### config.mk
export PLATFORM = sky130hd
export DESIGN_NAME = multi_ch_enable_sync_rx
export DESIGN_NICKNAME = d
export VERILOG_FILES = /design/src/rtl/multi_ch_enable_sync_rx_pkg.sv /design/src/rtl/multi_ch_enable_sync_rx_toggle_sync_rx.sv /design/src/rtl/multi_ch_enable_sync_rx.sv
export SDC_FILE = /design/constraint.sdc
export NUM_CORES = 1
export LEC_CHECK = 0
export CAP_MARGIN = 20
export CORE_MARGIN = 3
export CORE_UTILIZATION = 52
export DETAILED_ROUTE_END_ITERATION = 10
export HOLD_SLACK_MARGIN = 0.05
export PLACE_DENSITY = 0.8
export SLEW_MARGIN = 30
export SYNTH_ARGS = -nofsm -noshare
export SYNTH_HDL_FRONTEND = slang
export SYNTH_SLANG_ARGS = --single-unit
### constraint.sdc
create_clock -name i_dest_clk -period 3.51 [get_ports i_dest_clk]
set_clock_uncertainty 0.2 [all_clocks]
set_input_delay 0.351 -clock i_dest_clk [delete_from_list [all_inputs] [get_ports i_dest_clk]]
set_output_delay 0.351 -clock i_dest_clk [all_outputs]
set_load 0.02 [all_outputs]
### src/rtl/multi_ch_enable_sync_rx_pkg.sv
// Shared constants and helpers for the toggle-handshake CDC receivers.
package cdc_sync_pkg;

    localparam int MIN_SYNC_STAGES = 2;

    function automatic int ch_width(input int n);
        return (n <= 1) ? 1 : $clog2(n);
    endfunction

endpackage

### src/rtl/multi_ch_enable_sync_rx_toggle_sync_rx.sv
// Toggle synchronizer: flop chain into the destination clock plus an edge
// detector that emits a single-cycle pulse for every level change.
module toggle_sync_rx
    import cdc_sync_pkg::*;
#(
    parameter int SYNC_STAGES = 2
) (
    input  logic i_clk,
    input  logic i_rst_n,
    input  logic i_async_tgl,
    output logic o_pulse
);

    localparam int STAGES = (SYNC_STAGES < MIN_SYNC_STAGES) ? MIN_SYNC_STAGES : SYNC_STAGES;

    logic [STAGES-1:0] r_sync;
    logic              r_prev;

    always_ff @(posedge i_clk or negedge i_rst_n) begin
        if (!i_rst_n) begin
            r_sync <= '0;
            r_prev <= 1'b0;
        end else begin
            r_sync <= {r_sync[STAGES-2:0], i_async_tgl};
            r_prev <= r_sync[STAGES-1];
        end
    end

    assign o_pulse = r_sync[STAGES-1] ^ r_prev;

endmodule

### src/rtl/multi_ch_enable_sync_rx.sv
// Multi-channel toggle-handshake receiver: per-channel capture into holding
// registers, round-robin merge onto one valid/ready stream, ack toggle back.
module multi_ch_enable_sync_rx
    import cdc_sync_pkg::*;
#(
    parameter  int DATA_WIDTH  = 32,
    parameter  int NUM_CH      = 4,
    parameter  int SYNC_STAGES = 2,
    localparam int CH_W        = ch_width(NUM_CH)
) (
    input  logic                         i_dest_clk,
    input  logic                         i_dest_rst_n,
    input  logic [NUM_CH-1:0]            i_src_req_tgl,
    input  logic [NUM_CH*DATA_WIDTH-1:0] i_src_data,
    output logic [NUM_CH-1:0]            o_dest_ack_tgl,
    output logic                         o_dest_valid,
    input  logic                         i_dest_ready,
    output logic [DATA_WIDTH-1:0]        o_dest_data,
    output logic [CH_W-1:0]              o_dest_ch,
    output logic [NUM_CH-1:0]            o_overrun,
    input  logic                         i_clr_overrun
);

    localparam logic [CH_W:0] NUM_CH_L = (CH_W+1)'(NUM_CH);

    logic [NUM_CH-1:0]     w_pulse;
    logic [NUM_CH-1:0]     w_full;
    logic [NUM_CH-1:0]     w_drain;
    logic [DATA_WIDTH-1:0] w_hold [NUM_CH];

    logic                  r_dest_valid;
    logic [DATA_WIDTH-1:0] r_dest_data;
    logic [CH_W-1:0]       r_dest_ch;
    logic [CH_W-1:0]       r_ptr;

    logic                  w_load;
    logic                  w_any_full;
    logic [CH_W-1:0]       w_grant;
    logic [CH_W:0]         w_ptr_inc;
    logic [CH_W-1:0]       w_ptr_next;

    assign w_load = ~r_dest_valid | i_dest_ready;

    // First full slot at or after r_ptr, wrapping modulo NUM_CH.
    always_comb begin : rr_arbiter
        logic [CH_W:0] idx;
        w_any_full = 1'b0;
        w_grant    = '0;
        idx        = '0;
        for (int i = 0; i < NUM_CH; i++) begin
            idx = {1'b0, r_ptr} + (CH_W+1)'(i);
            if (idx >= NUM_CH_L) begin
                idx = idx - NUM_CH_L;
            end
            if (!w_any_full && w_full[idx[CH_W-1:0]]) begin
                w_any_full = 1'b1;
                w_grant    = idx[CH_W-1:0];
            end
        end
    end

    assign w_ptr_inc  = {1'b0, w_grant} + (CH_W+1)'(1);
    assign w_ptr_next = (w_ptr_inc >= NUM_CH_L) ? '0 : w_ptr_inc[CH_W-1:0];

    for (genvar gi = 0; gi < NUM_CH; gi++) begin : g_ch
        logic [DATA_WIDTH-1:0] w_src_word;
        logic                  w_capture;
        logic                  w_ovr_set;
        logic                  r_full;
        logic [DATA_WIDTH-1:0] r_hold;
        logic                  r_ack_tgl;
        logic                  r_overrun;

        assign w_src_word = i_src_data[gi*DATA_WIDTH +: DATA_WIDTH];

        toggle_sync_rx #(
            .SYNC_STAGES (SYNC_STAGES)
        ) u_sync (
            .i_clk       (i_dest_clk),
            .i_rst_n     (i_dest_rst_n),
            .i_async_tgl (i_src_req_tgl[gi]),
            .o_pulse     (w_pulse[gi])
        );

        assign w_drain[gi] = w_load & w_any_full & (w_grant == CH_W'(gi));
        // A slot draining this cycle can accept a new word without overrun.
        assign w_capture   = w_pulse[gi] & (~r_full | w_drain[gi]);
        assign w_ovr_set   = w_pulse[gi] & r_full & ~w_drain[gi];

        always_ff @(posedge i_dest_clk or negedge i_dest_rst_n) begin
            if (!i_dest_rst_n) begin
                r_full    <= 1'b0;
                r_hold    <= '0;
                r_ack_tgl <= 1'b0;
                r_overrun <= 1'b0;
            end else begin
                r_full    <= w_capture | (r_full & ~w_drain[gi]);
                if (w_capture) begin
                    r_hold <= w_src_word;
                end
                if (w_drain[gi]) begin
                    r_ack_tgl <= ~r_ack_tgl;
                end
                r_overrun <= w_ovr_set | (r_overrun & ~i_clr_overrun);
            end
        end

        assign w_full[gi]         = r_full;
        assign w_hold[gi]         = r_hold;
        assign o_dest_ack_tgl[gi] = r_ack_tgl;
        assign o_overrun[gi]      = r_overrun;
    end

    always_ff @(posedge i_dest_clk or negedge i_dest_rst_n) begin
        if (!i_dest_rst_n) begin
            r_dest_valid <= 1'b0;
            r_dest_data  <= '0;
            r_dest_ch    <= '0;
            r_ptr        <= '0;
        end else if (w_load) begin
            if (w_any_full) begin
                r_dest_valid <= 1'b1;
                r_dest_data  <= w_hold[w_grant];
                r_dest_ch    <= w_grant;
                r_ptr        <= w_ptr_next;
            end else begin
                r_dest_valid <= 1'b0;
            end
        end
    end

    assign o_dest_valid = r_dest_valid;
    assign o_dest_data  = r_dest_data;
    assign o_dest_ch    = r_dest_ch;

endmodule

Word-level counts from Yosys, hierarchy flattened:

Cells that the tools add are included.

* $add $sub $neg: 8
* magnitude comparators: 10
* equality and inequality tests: 3
* muxes and demuxes: 25
* bitwise operators: 57
* reduce and logical (&&, ||, !) cells: 8

Operators by type and width (number)
* binary-select mux 32 bit (select 2 bit): 1
* 2-to-1 mux 32 bit: 2
* bitwise AND 1 bit: 25
* 2-to-1 mux 2 bit: 9
* greater-or-equal comparator 3 bit, second input constant: 5
* inverter 1 bit: 14
* OR 1 bit: 13
* less-than comparator 2 x 3 -> 1 bit, second input constant: 4
* 2-to-1 mux 1 bit: 9
* binary-select mux 1 bit (select 2 bit): 4
* subtractor 2 x 1 -> 2 bit, second input constant: 4
* adder 2 x 1 -> 3 bit, second input constant: 2
* adder 2 x 2 -> 3 bit, second input constant: 2
* == test 2 bit, second input constant: 2
* XOR 1 bit: 4
* greater-or-equal comparator 2 x 3 -> 1 bit, second input constant: 1
* logical AND 1 bit: 3
* zero test 1 bit: 3
* inverter 2 -> 3 bit: 1
* == test 2 x 1 -> 1 bit, second input constant: 1
* zero test 2 bit: 1
* AND reduction 2 bit: 1

* flip-flop bits (word level): 189
* input port bits: 136
* output and inout port bits: 43
* word-level logic and storage cells: 139

Longest topological paths before layout:

* depth after elaboration: 19
* gate-level depth with buffers: 12
* mapped depth without buffers: 8

Hierarchy:

From an unflattened synthesis, not the netlist that was laid out.

* cells, all modules: 817
* area total of the unflattened synthesis: 9047.4 um2

Modules (own cells, without submodules)
* multi_ch_enable_sync_rx: instances 1, cells an instance 801, area an instance 8712.1 um2, sequential area each 4429.2 um2
* toggle_sync_rx: instances 4, cells an instance 4, area an instance 83.8 um2, sequential area each 75.1 um2

Worst setup path after synthesis:

Ideal clock, no wire load.

* path kind: reg-to-reg
* from: register g_ch[0].r_full
* to: register g_ch[2].r_hold[10]
* library setup time: 0.128 ns
* data arrival time: 2.589 ns
* required time: 3.182 ns
* setup slack: 0.593 ns
* stages on the path, launching flop included: 13
* path buffers: 4
* period minus slack after synthesis: 2.917 ns
* cell sequence: dfrtp_1 -> buf_2 -> nor2b_1 -> or4_1 -> buf_2 -> nand2_2 -> inv_2 -> buf_2 -> ha_1 -> nand2_1 -> a21oi_1 -> buf_2 -> mux2_1

* cells in the longest elaborated chain, start to end: 16
* elaborated cells between the ends (all ways): 27
* those cells by class: eq/ne: 1; mux: 16; bitwise: 4; reduce/logical: 6

RTL lines
* start: declaration: RTL line multi_ch_enable_sync_rx.sv:69 `logic r_full;`
* start signal: assignment: RTL line multi_ch_enable_sync_rx.sv:97 `r_full <= w_capture | (r_full & ~w_drain[gi]);`
* binary-select mux 1 bit (select 2 bit): RTL line multi_ch_enable_sync_rx.sv:55 `if (!w_any_full && w_full[idx[CH_W-1:0]]) begin`
* 2-to-1 mux 1 bit (not written as such): RTL line multi_ch_enable_sync_rx.sv:55
* 2-to-1 mux 1 bit: RTL line multi_ch_enable_sync_rx.sv:55
* zero test 1 bit: RTL line multi_ch_enable_sync_rx.sv:55
* logical AND 1 bit: RTL line multi_ch_enable_sync_rx.sv:55
* 2-to-1 mux 1 bit: RTL line multi_ch_enable_sync_rx.sv:55
* zero test 1 bit: RTL line multi_ch_enable_sync_rx.sv:55
* logical AND 1 bit: RTL line multi_ch_enable_sync_rx.sv:55
* 2-to-1 mux 1 bit: RTL line multi_ch_enable_sync_rx.sv:55
* zero test 1 bit: RTL line multi_ch_enable_sync_rx.sv:55
* logical AND 1 bit: RTL line multi_ch_enable_sync_rx.sv:55
* 2-to-1 mux 2 bit or 2-to-1 mux 1 bit (tied branches): RTL line multi_ch_enable_sync_rx.sv:55
* == test 2 bit or bitwise AND 1 bit (tied branches): RTL line multi_ch_enable_sync_rx.sv:85 `assign w_drain[gi] = w_load & w_any_full & (w_grant == CH_W'(gi));`
* bitwise AND 1 bit *: RTL line multi_ch_enable_sync_rx.sv:85
* OR 1 bit *: RTL line multi_ch_enable_sync_rx.sv:87 `assign w_capture = w_pulse[gi] & (~r_full | w_drain[gi]);`
* bitwise AND 1 bit *: RTL line multi_ch_enable_sync_rx.sv:87
* end signal: assignment: RTL line multi_ch_enable_sync_rx.sv:99 `r_hold <= w_src_word;`
* end: declaration: RTL line multi_ch_enable_sync_rx.sv:70 `logic [DATA_WIDTH-1:0] r_hold;`

Mark *: on every way between the ends. The rest lies on a longest branch, timed or not. The select of a mux whose other input is x is not followed.
A chain may end at the register's enable or synchronous reset.

Worst setup path after layout:

* from: register g_ch[0].r_full
* to: register g_ch[2].r_hold[26]

The elaborated chain is that of the path after synthesis.

==> flow_metrics.py <==
metrics = {
    "power_and_ir_drop": {
        "power.total_uw": 11300,
        "p_per_area_mw_per_mm2": 971,
        "leakagePower_uw": 0.00485,
        "ir_drop_v": 0.000637,
    },
    "routing": {
        "via_per_inst": 5.98,
        "wl_um": 23100,
        "drt_iter0_markers": 558,
        "vias": 6922,
        "wl_per_cell_um": 20.0,
        "first_pass_iters": 7,
        "drc": 0,
        "ant_nets": 0,
    },
    "logic_synthesis": {
        "synth_top_cell_by_area": "dfrtp_1",
        "synth-seq-cells": 189,
        "async_flop_share_pct": 100,
        "yosys-top-cells-count": "dfrtp_1 (189), o21ai_0 (66), mux2_2 (60)",
        "syn_inst": 782,
        "avgSynthCellArea_um2": 11.6,
        "yosys_most_used_dff": "dfrtp_1",
        "yosys.cell_types.count": 39,
        "yosys.area.top_type_share_pct": 52.0,
        "synth_most_common_cell": "dfrtp_1",
        "synth_edf_count": 0,
        "synth_area_leaders": "dfrtp_1 (52%), mux2_2 (7.4%), mux2_4 (5.0%)",
        "synth_area_mm2": 0.00910,
        "ys_seq_area_share_pct": 52.0,
        "yosys_warnings": 0,
        "synth_nets": 919,
    },
    "outcome": {
        "status": "finished, final reports clean",
    },
    "clock_network": {
        "cts.path.max_buffers": 2,
        "cts.clk_slew.worst_paths_ns": 0.07,
        "htreeDepth": 4,
        "insertion_delay_ns": 0.43,
        "cts_post_setup_buffers_inserted": 0,
        "cts_num_sinks": 189,
        "cts-root-buf": "clkbuf_16",
        "tritoncts": "built",
        "cts_made_buffers": 17,
    },
    "place": {
        "dpl.hpwl_um": 15700,
        "dpl_worst_slack_ns": 0.400,
        "io_buffers": 178,
        "gp_congestion": 0.828,
    },
    "setup_path": {
        "r2r_start": "g_ch[0].r_full$_DFF_PN0_",
        "rr_endpoint": "g_ch[2].r_hold[26]$_DFFE_PN0P_",
        "r2r_slack_ns": 0.34,
        "end_kind": "flip-flop",
        "r2r_cells": 9,
        "startpoint_type": "flip-flop",
        "crit_type": "reg -> reg",
        "crit_start": "g_ch[0].r_full$_DFF_PN0_",
        "required_ns": 3.62,
        "cp_max_fo": 20,
        "cp.arrival_ns": 3.29,
    },
    "min_path": {
        "min-delay-start": "g_ch[1].u_sync.r_sync[0]$_DFF_PN0_",
        "hold_end": "g_ch[1].u_sync.r_sync[1]$_DFF_PN0_",
        "hold_path_class": "reg -> reg",
        "whs_path_depth": 0,
    },
    "sta": {
        "setup_tns_ns": 0,
        "period_needed_ns": 3.17,
        "setup_ws_ns": 0.338,
        "slew_violations": 0,
        "min_period_over_period_pct": 90.4,
        "slew_headroom_pct": 38.7,
        "tightestPinTransition_ns": 0.919,
        "finalHoldViolCount": 0,
        "setup_violations": 0,
        "fmax_mhz": 315,
        "whs_ns": 0.147,
        "rsz0062_at_grt": "false",
    },
    "global_route": {
        "grt_use_total_pct": 24.0,
        "antenna_found_initial": 1,
        "grt_pass1_wl_um": 36800,
        "grt-ovfl-total": 0,
        "grt_pass1_vias": 6698,
        "grt_max_degree": 99,
    },
    "floorplan": {
        "die-area_mm2": 0.0191,
        "pin_count": 179,
        "die_h_um": 138,
        "start_util_pct": 53.9,
        "core_mm2": 0.0169,
        "die_w_um": 138,
        "row_count": 47,
    },
    "finish": {
        "antennaDiodeCount": 0,
        "synthToLayoutAreaGrowth_pct": 28.4,
        "fillers": 1209,
        "drive_gt1_share_pct": 16.8,
        "finalNetCount": 1062,
    },
    "flow_run": {
        "drv_cap": 0,
    },
}
-- what timing repair did --
item / CTS / global route
hold buffers: 1 / 0
gates resized for setup: 0 / 0
endpoints found under the hold margin: 64 / 0
-- layer usage --
| metal | vias up | wire length, µm | global-route usage (%) |
|---|---|---|---|
| li1 | 3214 | - | - |
| met1 | 3430 | 10000 | 33.3 |
| met2 | 240 | 11200 | 38.2 |
| met3 | 36 | 1480 | 5.87 |
| met4 | 2 | 427 | 6.50 |
| met5 | - | 13 | 0 |
-- critical path, cell delays in order, from the launching register on --
cell and delay [ns]:
dfrtp_2 0.44, nor2b_1 0.15, o21bai_1 0.26, nand2_1 0.15, inv_2 0.24, ha_1 0.20
nand2_1 0.13, a21oi_4 0.49, buf_4 0.40, mux2_2 0.38
-- sequential cells by signal, indices dropped and copies added, names as in the netlist --
signal and count:
o_dest_data 32, o_dest_ch 2, r_ptr 2, g_ch.u_sync.r_prev 4, g_ch.r_overrun 4, g_ch.r_ack_tgl 4, o_dest_valid 1, g_ch.r_hold 128
g_ch.r_full 4, g_ch.u_sync.r_sync 8
-- layout make-up --
cell class,instances,area [µm²],area share (%)
Sequential cell,189,4730,40.5
Clock inverter,11,155,1.33
Multi-Input combinational cell,507,4020,34.4
Clock buffer,21,460,3.94
Tap cell,220,275,2.36
Timing Repair Buffer,203,2020,17.3
Inverter,7,26.3,0.225
-- worst max path at each step --
stage / end / slack [ns]
2_1_floorplan: g_ch[2].r_hold[10]$_DFFE_PN0P_ / 0.59
3_3_place_gp: g_ch[3].r_hold[4]$_DFFE_PN0P_ / 0.37
3_5_place_dp: g_ch[2].r_hold[26]$_DFFE_PN0P_ / 0.40
4_1_cts: g_ch[2].r_hold[26]$_DFFE_PN0P_ / 0.34
5_1_grt: g_ch[2].r_hold[0]$_DFFE_PN0P_ / 0.14
6_report: g_ch[2].r_hold[26]$_DFFE_PN0P_ / 0.34
-- placed cells by master, fill, tap and decap left out, types with 3 or more instances in the layout --
cell	instances
mux2_1	6
inv_1	5
a311o_1	32
clkinv_4	3
mux2_4	30
dfrtp_1	188
clkbuf_16	17
clkdlybuf4s50_1	177
a21oi_4	5
a21oi_1	33
a211oi_1	32
xnor2_1	5
nor2b_1	4
mux2i_1	32
o21ai_0	66
nor2_1	7
nor3b_1	32
mux2_2	60
and3_1	32
o22ai_1	36
nor4b_1	32
inv_6	3
bufinv_16	3
nand2_1	46
clkbuf_8	3
buf_4	20
-- metrics by stage --
stage                     utilization (%)  instance area, µm²  std cells
after global placement               65.3               11000       1123
after global routing                 69.2               11700       1158
after detailed placement             65.5               11100       1125
after floorplan                         -                9100        782
after CTS                            69.2               11700       1158
final                                69.2               11700       1158
-- power by group --
part           switching (µW)  total [µW]  leakage, µW  internal (µW)
combinational            2860        5550      0.00240           2690
sequential                614        3800      0.00215           3190
clock                     829        2000     0.000299           1170
-- kinds of logic after synthesis --
| family | count (synthesis) | synth area share (%) |
|---|---|---|
| AO/OA/AOI/OAI | 211 | 15.2 |
| flip-flops | 189 | 52.0 |
| AND/OR/NAND/NOR | 159 | 10.8 |
| multiplexers | 128 | 16.6 |
| buffers and inverters | 86 | 4.44 |
| XOR/XNOR | 8 | 0.770 |
| adder cells (fa/ha/maj) | 1 | 0.138 |
No activity file was read; power rests on OpenSTA's default activity.
==> patch 1 (same flow settings) <==
Set the package constant `MIN_SYNC_STAGES` to 4 (it was 2).
--- a/src/rtl/multi_ch_enable_sync_rx_pkg.sv
+++ b/src/rtl/multi_ch_enable_sync_rx_pkg.sv
@@ -2,5 +2,5 @@
 package cdc_sync_pkg;
 
-    localparam int MIN_SYNC_STAGES = 2;
+    localparam int MIN_SYNC_STAGES = 4;
 
     function automatic int ch_width(input int n);
Check against the original RTL: not equivalent (Yosys sat finds a counterexample within 10 cycles, from zero or initial values and one cycle with i_dest_rst_n low).
==> patch 1 against the unedited design <==
  * Wire length is 24% higher
  * Area after synthesis increased by 13%
  * Design area grew 9.9%
  * Total power is 14% higher
  * Clock power rose by 3%
  * Die area rose by 12%
  * First-iteration DRC count increased by 63%
  * Sequential cell count is 8 higher
  * Worst setup slack improved by 0.098 ns
==> patch 1: results (changes against the unedited design) <==
.. list-table::
   :header-rows: 1

   * - Metric
     - Value
   * - Global-route wire length before repair
     - 46.05 mm (+25%)
   * - Overall fraction of global-route tracks in use
     - 26.53% (+2.5 points)
   * - Worst flop-to-flop path endpoint
     - g_ch[3].r_hold[4]$_DFFE_PN0P_
   * - Layout Nets
     - 1267 (+19%)
   * - Share of post-route cells with drive strength above 1
     - 14.09% (-2.8 points)
   * - Biggest area contributors in the synthesized netlist
     - sky130_fd_sc_hd__dfrtp_1, sky130_fd_sc_hd__o211ai_1, sky130_fd_sc_hd__nand2_1, sky130_fd_sc_hd__o211ai_2, sky130_fd_sc_hd__a211oi_1
   * - Adder and majority cell fraction of the synthesized area
     - 0.1217% (-0.016 points)
   * - Launch point of the worst hold path
     - i_src_req_tgl[3]
   * - Via count
     - 8850 (+28%)
   * - Placer's final routability congestion estimate
     - 0.8262 (-0.21%)
   * - Peak fanout along the critical path
     - 33 (+65%)
   * - Cells on Worst Hold Path
     - 1 (+1)
   * - Mean routed wirelength per cell
     - 20.37 µm (+2.0%)
   * - Setup slack of the worst register-to-register path
     - 0.44 ns (+0.10 ns)
   * - Area after DPL
     - 12200 µm² (+10%)
   * - Net count after synthesis
     - 1156 (+26%)
   * - Path depth of the worst reg2reg path
     - 8 (-1)
   * - Pre-CTS setup slack
     - 0.4557 ns (+0.05559 ns)
   * - Post-synthesis mux area share
     - 6.719% (-9.9 points)
   * - Number of distinct library cells after synthesis
     - 36 (-7.7%)
   * - First-pass iteration count of the detailed router
     - 5 (-2)
   * - Leak
     - 5.084 nW (+4.8%)
   * - Xor and xnor area share after synthesis
     - 0.9373% (+0.17 points)
   * - Antenna violations before repair
     - 0 (-1)
   * - Sum of net half-perimeters after detailed placement
     - 18.77 mm (+19%)
   * - Critical Path AT
     - 3.21 ns (-0.08 ns)
   * - Most instantiated cells after synthesis
     - sky130_fd_sc_hd__dfrtp_1, sky130_fd_sc_hd__nand2_1, sky130_fd_sc_hd__o211ai_1
   * - VDD IR-drop max
     - 1.117 mV (+75%)
   * - Startpoint of the lowest-slack register-to-register path
     - g_ch[2].r_full$_DFF_PN0_
   * - Sequential fraction of the synthesis area
     - 47.96% (-4.0 points)
   * - Vias in the first global route
     - 8541 (+28%)
   * - Min-Delay Endpoint
     - g_ch[3].u_sync.r_sync[0]$_DFF_PN0_
   * - Worst hold margin
     - 0.1427 ns (-0.004241 ns)
   * - Status
     - finished clean
   * - Share of the synthesized area in compound gates (AO/OA/AOI/OAI)
     - 26.18% (+11 points)
## patch 1: cells by family (layout without fill, tap and decap cells)
group / Yosys count / in the layout
DFF: 197 / 197
AOI/OAI and AO/OA: 339 / 339
xor gates and xnor gates: 11 / 11
buffers and inverters: 123 / 247
muxes: 65 / 65
adders and majority gates: 1 / 1
and+or+nand+nor: 283 / 283
## patch 1: per-stage QoR
step	utilization [%]	total power, mW	std cells
2_1_floorplan	-	8.882	1019
3_3_place_gp	63.88	10.58	1369
3_5_place_dp	63.95	10.83	1370
4_1_cts	67.27	12.92	1403
5_1_grt	67.30	13.76	1403
6_report	67.30	12.94	1403
## patch 1: worst max path at each step
stage | to | slack [ns] | depth (start not counted)
6_report | g_ch[3].r_hold[4]$_DFFE_PN0P_ | 0.44 | 8
5_1_grt | g_ch[3].r_hold[4]$_DFFE_PN0P_ | 0.30 | 8
4_1_cts | g_ch[2].r_hold[0]$_DFFE_PN0P_ | 0.46 | 6
3_5_place_dp | g_ch[2].r_hold[0]$_DFFE_PN0P_ | 0.46 | 6
3_3_place_gp | g_ch[1].r_hold[6]$_DFFE_PN0P_ | 0.48 | 6
2_1_floorplan | g_ch[1].r_hold[10]$_DFFE_PN0P_ | 0.76 | 11
## patch 1: power by group
group          switching, mW  internal [mW]
Sequential             0.645           3.12
Combinational           4.20           2.91
Clock                  0.895           1.17
## patch 1: cell type report
class,instances,area share (%)
timing repair buffer,207,15.87
tap,260,2.533
clock inverter,12,1.286
inverter,8,0.2338
sequential,197,38.41
multi-input combinational,699,38.11
clock buffer,20,3.556
## patch 1: routing by layer
layer,global-route usage [%],part of all wire [%],vias up
met1,38.16,42,4408
met2,41.32,48,380
met4,7.620,2.1,0
met5,0,0,-
li1,-,-,4018
met3,4.966,7.4,44
## patch 1: worst max-delay path: stages, from the launching register on
cell,delay [ns]
sky130_fd_sc_hd__dfrtp_2,0.61
sky130_fd_sc_hd__buf_4,0.40
sky130_fd_sc_hd__nor4_2,0.11
sky130_fd_sc_hd__a21oi_4,0.13
sky130_fd_sc_hd__buf_4,0.40
sky130_fd_sc_hd__and3_1,0.44
sky130_fd_sc_hd__buf_4,0.35
sky130_fd_sc_hd__a41oi_1,0.16
sky130_fd_sc_hd__o211ai_1,0.16
## patch 1: what timing repair did
item | 4_1_cts | 5_1_grt
resized for setup | 0 | 0
hold endpoints to repair | 76 | 0
hold buffers | 1 | 0
==> patch 2 (config.mk and constraints unchanged) <==
Made on the original files. Make the reset (`i_dest_rst_n` and `i_rst_n`) synchronous in 3 clocked blocks.
--- a/src/rtl/multi_ch_enable_sync_rx_toggle_sync_rx.sv
+++ b/src/rtl/multi_ch_enable_sync_rx_toggle_sync_rx.sv
@@ -17,5 +17,5 @@
     logic              r_prev;
 
-    always_ff @(posedge i_clk or negedge i_rst_n) begin
+    always_ff @(posedge i_clk) begin
         if (!i_rst_n) begin
             r_sync <= '0;
--- a/src/rtl/multi_ch_enable_sync_rx.sv
+++ b/src/rtl/multi_ch_enable_sync_rx.sv
@@ -88,5 +88,5 @@
         assign w_ovr_set   = w_pulse[gi] & r_full & ~w_drain[gi];
 
-        always_ff @(posedge i_dest_clk or negedge i_dest_rst_n) begin
+        always_ff @(posedge i_dest_clk) begin
             if (!i_dest_rst_n) begin
                 r_full    <= 1'b0;
@@ -112,5 +112,5 @@
     end
 
-    always_ff @(posedge i_dest_clk or negedge i_dest_rst_n) begin
+    always_ff @(posedge i_dest_clk) begin
         if (!i_dest_rst_n) begin
             r_dest_valid <= 1'b0;
Check against the original RTL: not equivalent (a bounded check fails within 10 cycles, from zero or initial values and one cycle with i_dest_rst_n low; the reset may be asserted at any time).
==> patch 2 against the unedited design <==
  * Design area shrank 12%
  * Wire length shrank 11%
  * Cell count grew 4.2%
  * Area after synthesis shrank 13%
  * Hold slack gained 0.076 ns
  * Sequential cell count is the same
  * Worst setup slack gained 0.020 ns
  * Critical path depth is the same
Power is not compared: it rests on default switching activity, and its combinational part moved more than twofold at a synthesized area within 25%.
==> patch 2: results (changes against the unedited design) <==
.. list-table::
   :header-rows: 1

   * - Metric
     - Value
   * - Crit path max-delay cell type
     - sky130_fd_sc_hd__dfxtp_1
   * - Number of sequential storage elements
     - 189 (unchanged)
   * - Worst setup startpoint
     - r_ptr[1]$_SDFFE_PN0N_
   * - Vias in the first global route
     - 6542 (-2.3%)
   * - Placer's final routability congestion estimate
     - 0.7879 (-4.8%)
   * - Share of post-route cells with drive strength above 1
     - 5.963% (-11 points)
   * - Synth async-reset ratio
     - 0% (-100 points)
   * - Horizontal extent of the die
     - 129.2 µm (-6.5%)
   * - Worst flop-to-flop path endpoint
     - g_ch[2].r_hold[8]$_SDFFE_PN0P_
   * - Launch point of the worst hold path
     - i_dest_rst_n
   * - Mean routed wirelength per cell
     - 17.03 µm (-15%)
   * - Layout Nets
     - 1149 (+8.2%)
   * - Finished Core Util
     - 70.23% (+1.0 points)
   * - Biggest area contributors in the synthesized netlist
     - sky130_fd_sc_hd__dfxtp_1, sky130_fd_sc_hd__mux2i_1, sky130_fd_sc_hd__nand2_1, sky130_fd_sc_hd__a221oi_1, sky130_fd_sc_hd__o22ai_1
   * - Multi-input gate area in the final layout
     - 3732 µm² (-7.1%)
   * - First-pass iteration count of the detailed router
     - 5 (-2)
   * - Area after DPL
     - 9683 µm² (-12%)
   * - Worst hold margin
     - 0.2228 ns (+0.07580 ns)
   * - Number of signal-net buffers in the layout
     - 193 (-4.9%)
   * - Peak fanout along the critical path
     - 32 (+60%)
   * - Data buffer area share
     - 18.60% (+1.3 points)
   * - Layout Cells excl Fill
     - 1207 (+4.2%)
   * - Measured slew at the worst slew-check pin
     - 0.8375 ns (-0.08194 ns)
   * - Final-layout fill cell count
     - 1133 (-6.3%)
   * - Sequential fraction of the synthesis area
     - 47.91% (-4.1 points)
   * - Sum of net half-perimeters after detailed placement
     - 13.38 mm (-15%)
   * - Status
     - finished clean
-- patch 2: power by group through the flow --
stage | registers, mW | logic (mW) | clock network, mW
after global routing | 2.46 | 1.23 | 2.20
after global placement | 2.48 | 1.12 | 0
final | 2.44 | 1.15 | 2.09
after floorplan | 2.52 | 0.620 | 0
after detailed placement | 2.48 | 1.14 | 0
after CTS | 2.44 | 1.15 | 2.12
-- patch 2: per-layer routing --
metal	vias to the layer above	wire [µm]	track usage [%]
met2	196	9773	40.40
met4	0	319	6.485
met5	-	0	0
met3	29	1219	6.348
met1	3140	9243	32.46
li1	3269	-	-
-- patch 2: cells by family (layout without fill, tap and decap cells) --
family / Yosys count / after routing / share of synthesized area, %
flip-flops: 189 / 189 / 47.91
buffers and inverters: 85 / 228 / 5.608
adder cells (fa/ha/maj): 1 / 1 / 0.1584
XOR/XNOR: 6 / 6 / 0.6654
multiplexers: 128 / 128 / 16.22
AND/OR/NAND/NOR: 307 / 307 / 15.83
AO/OA/AOI/OAI: 164 / 164 / 13.61
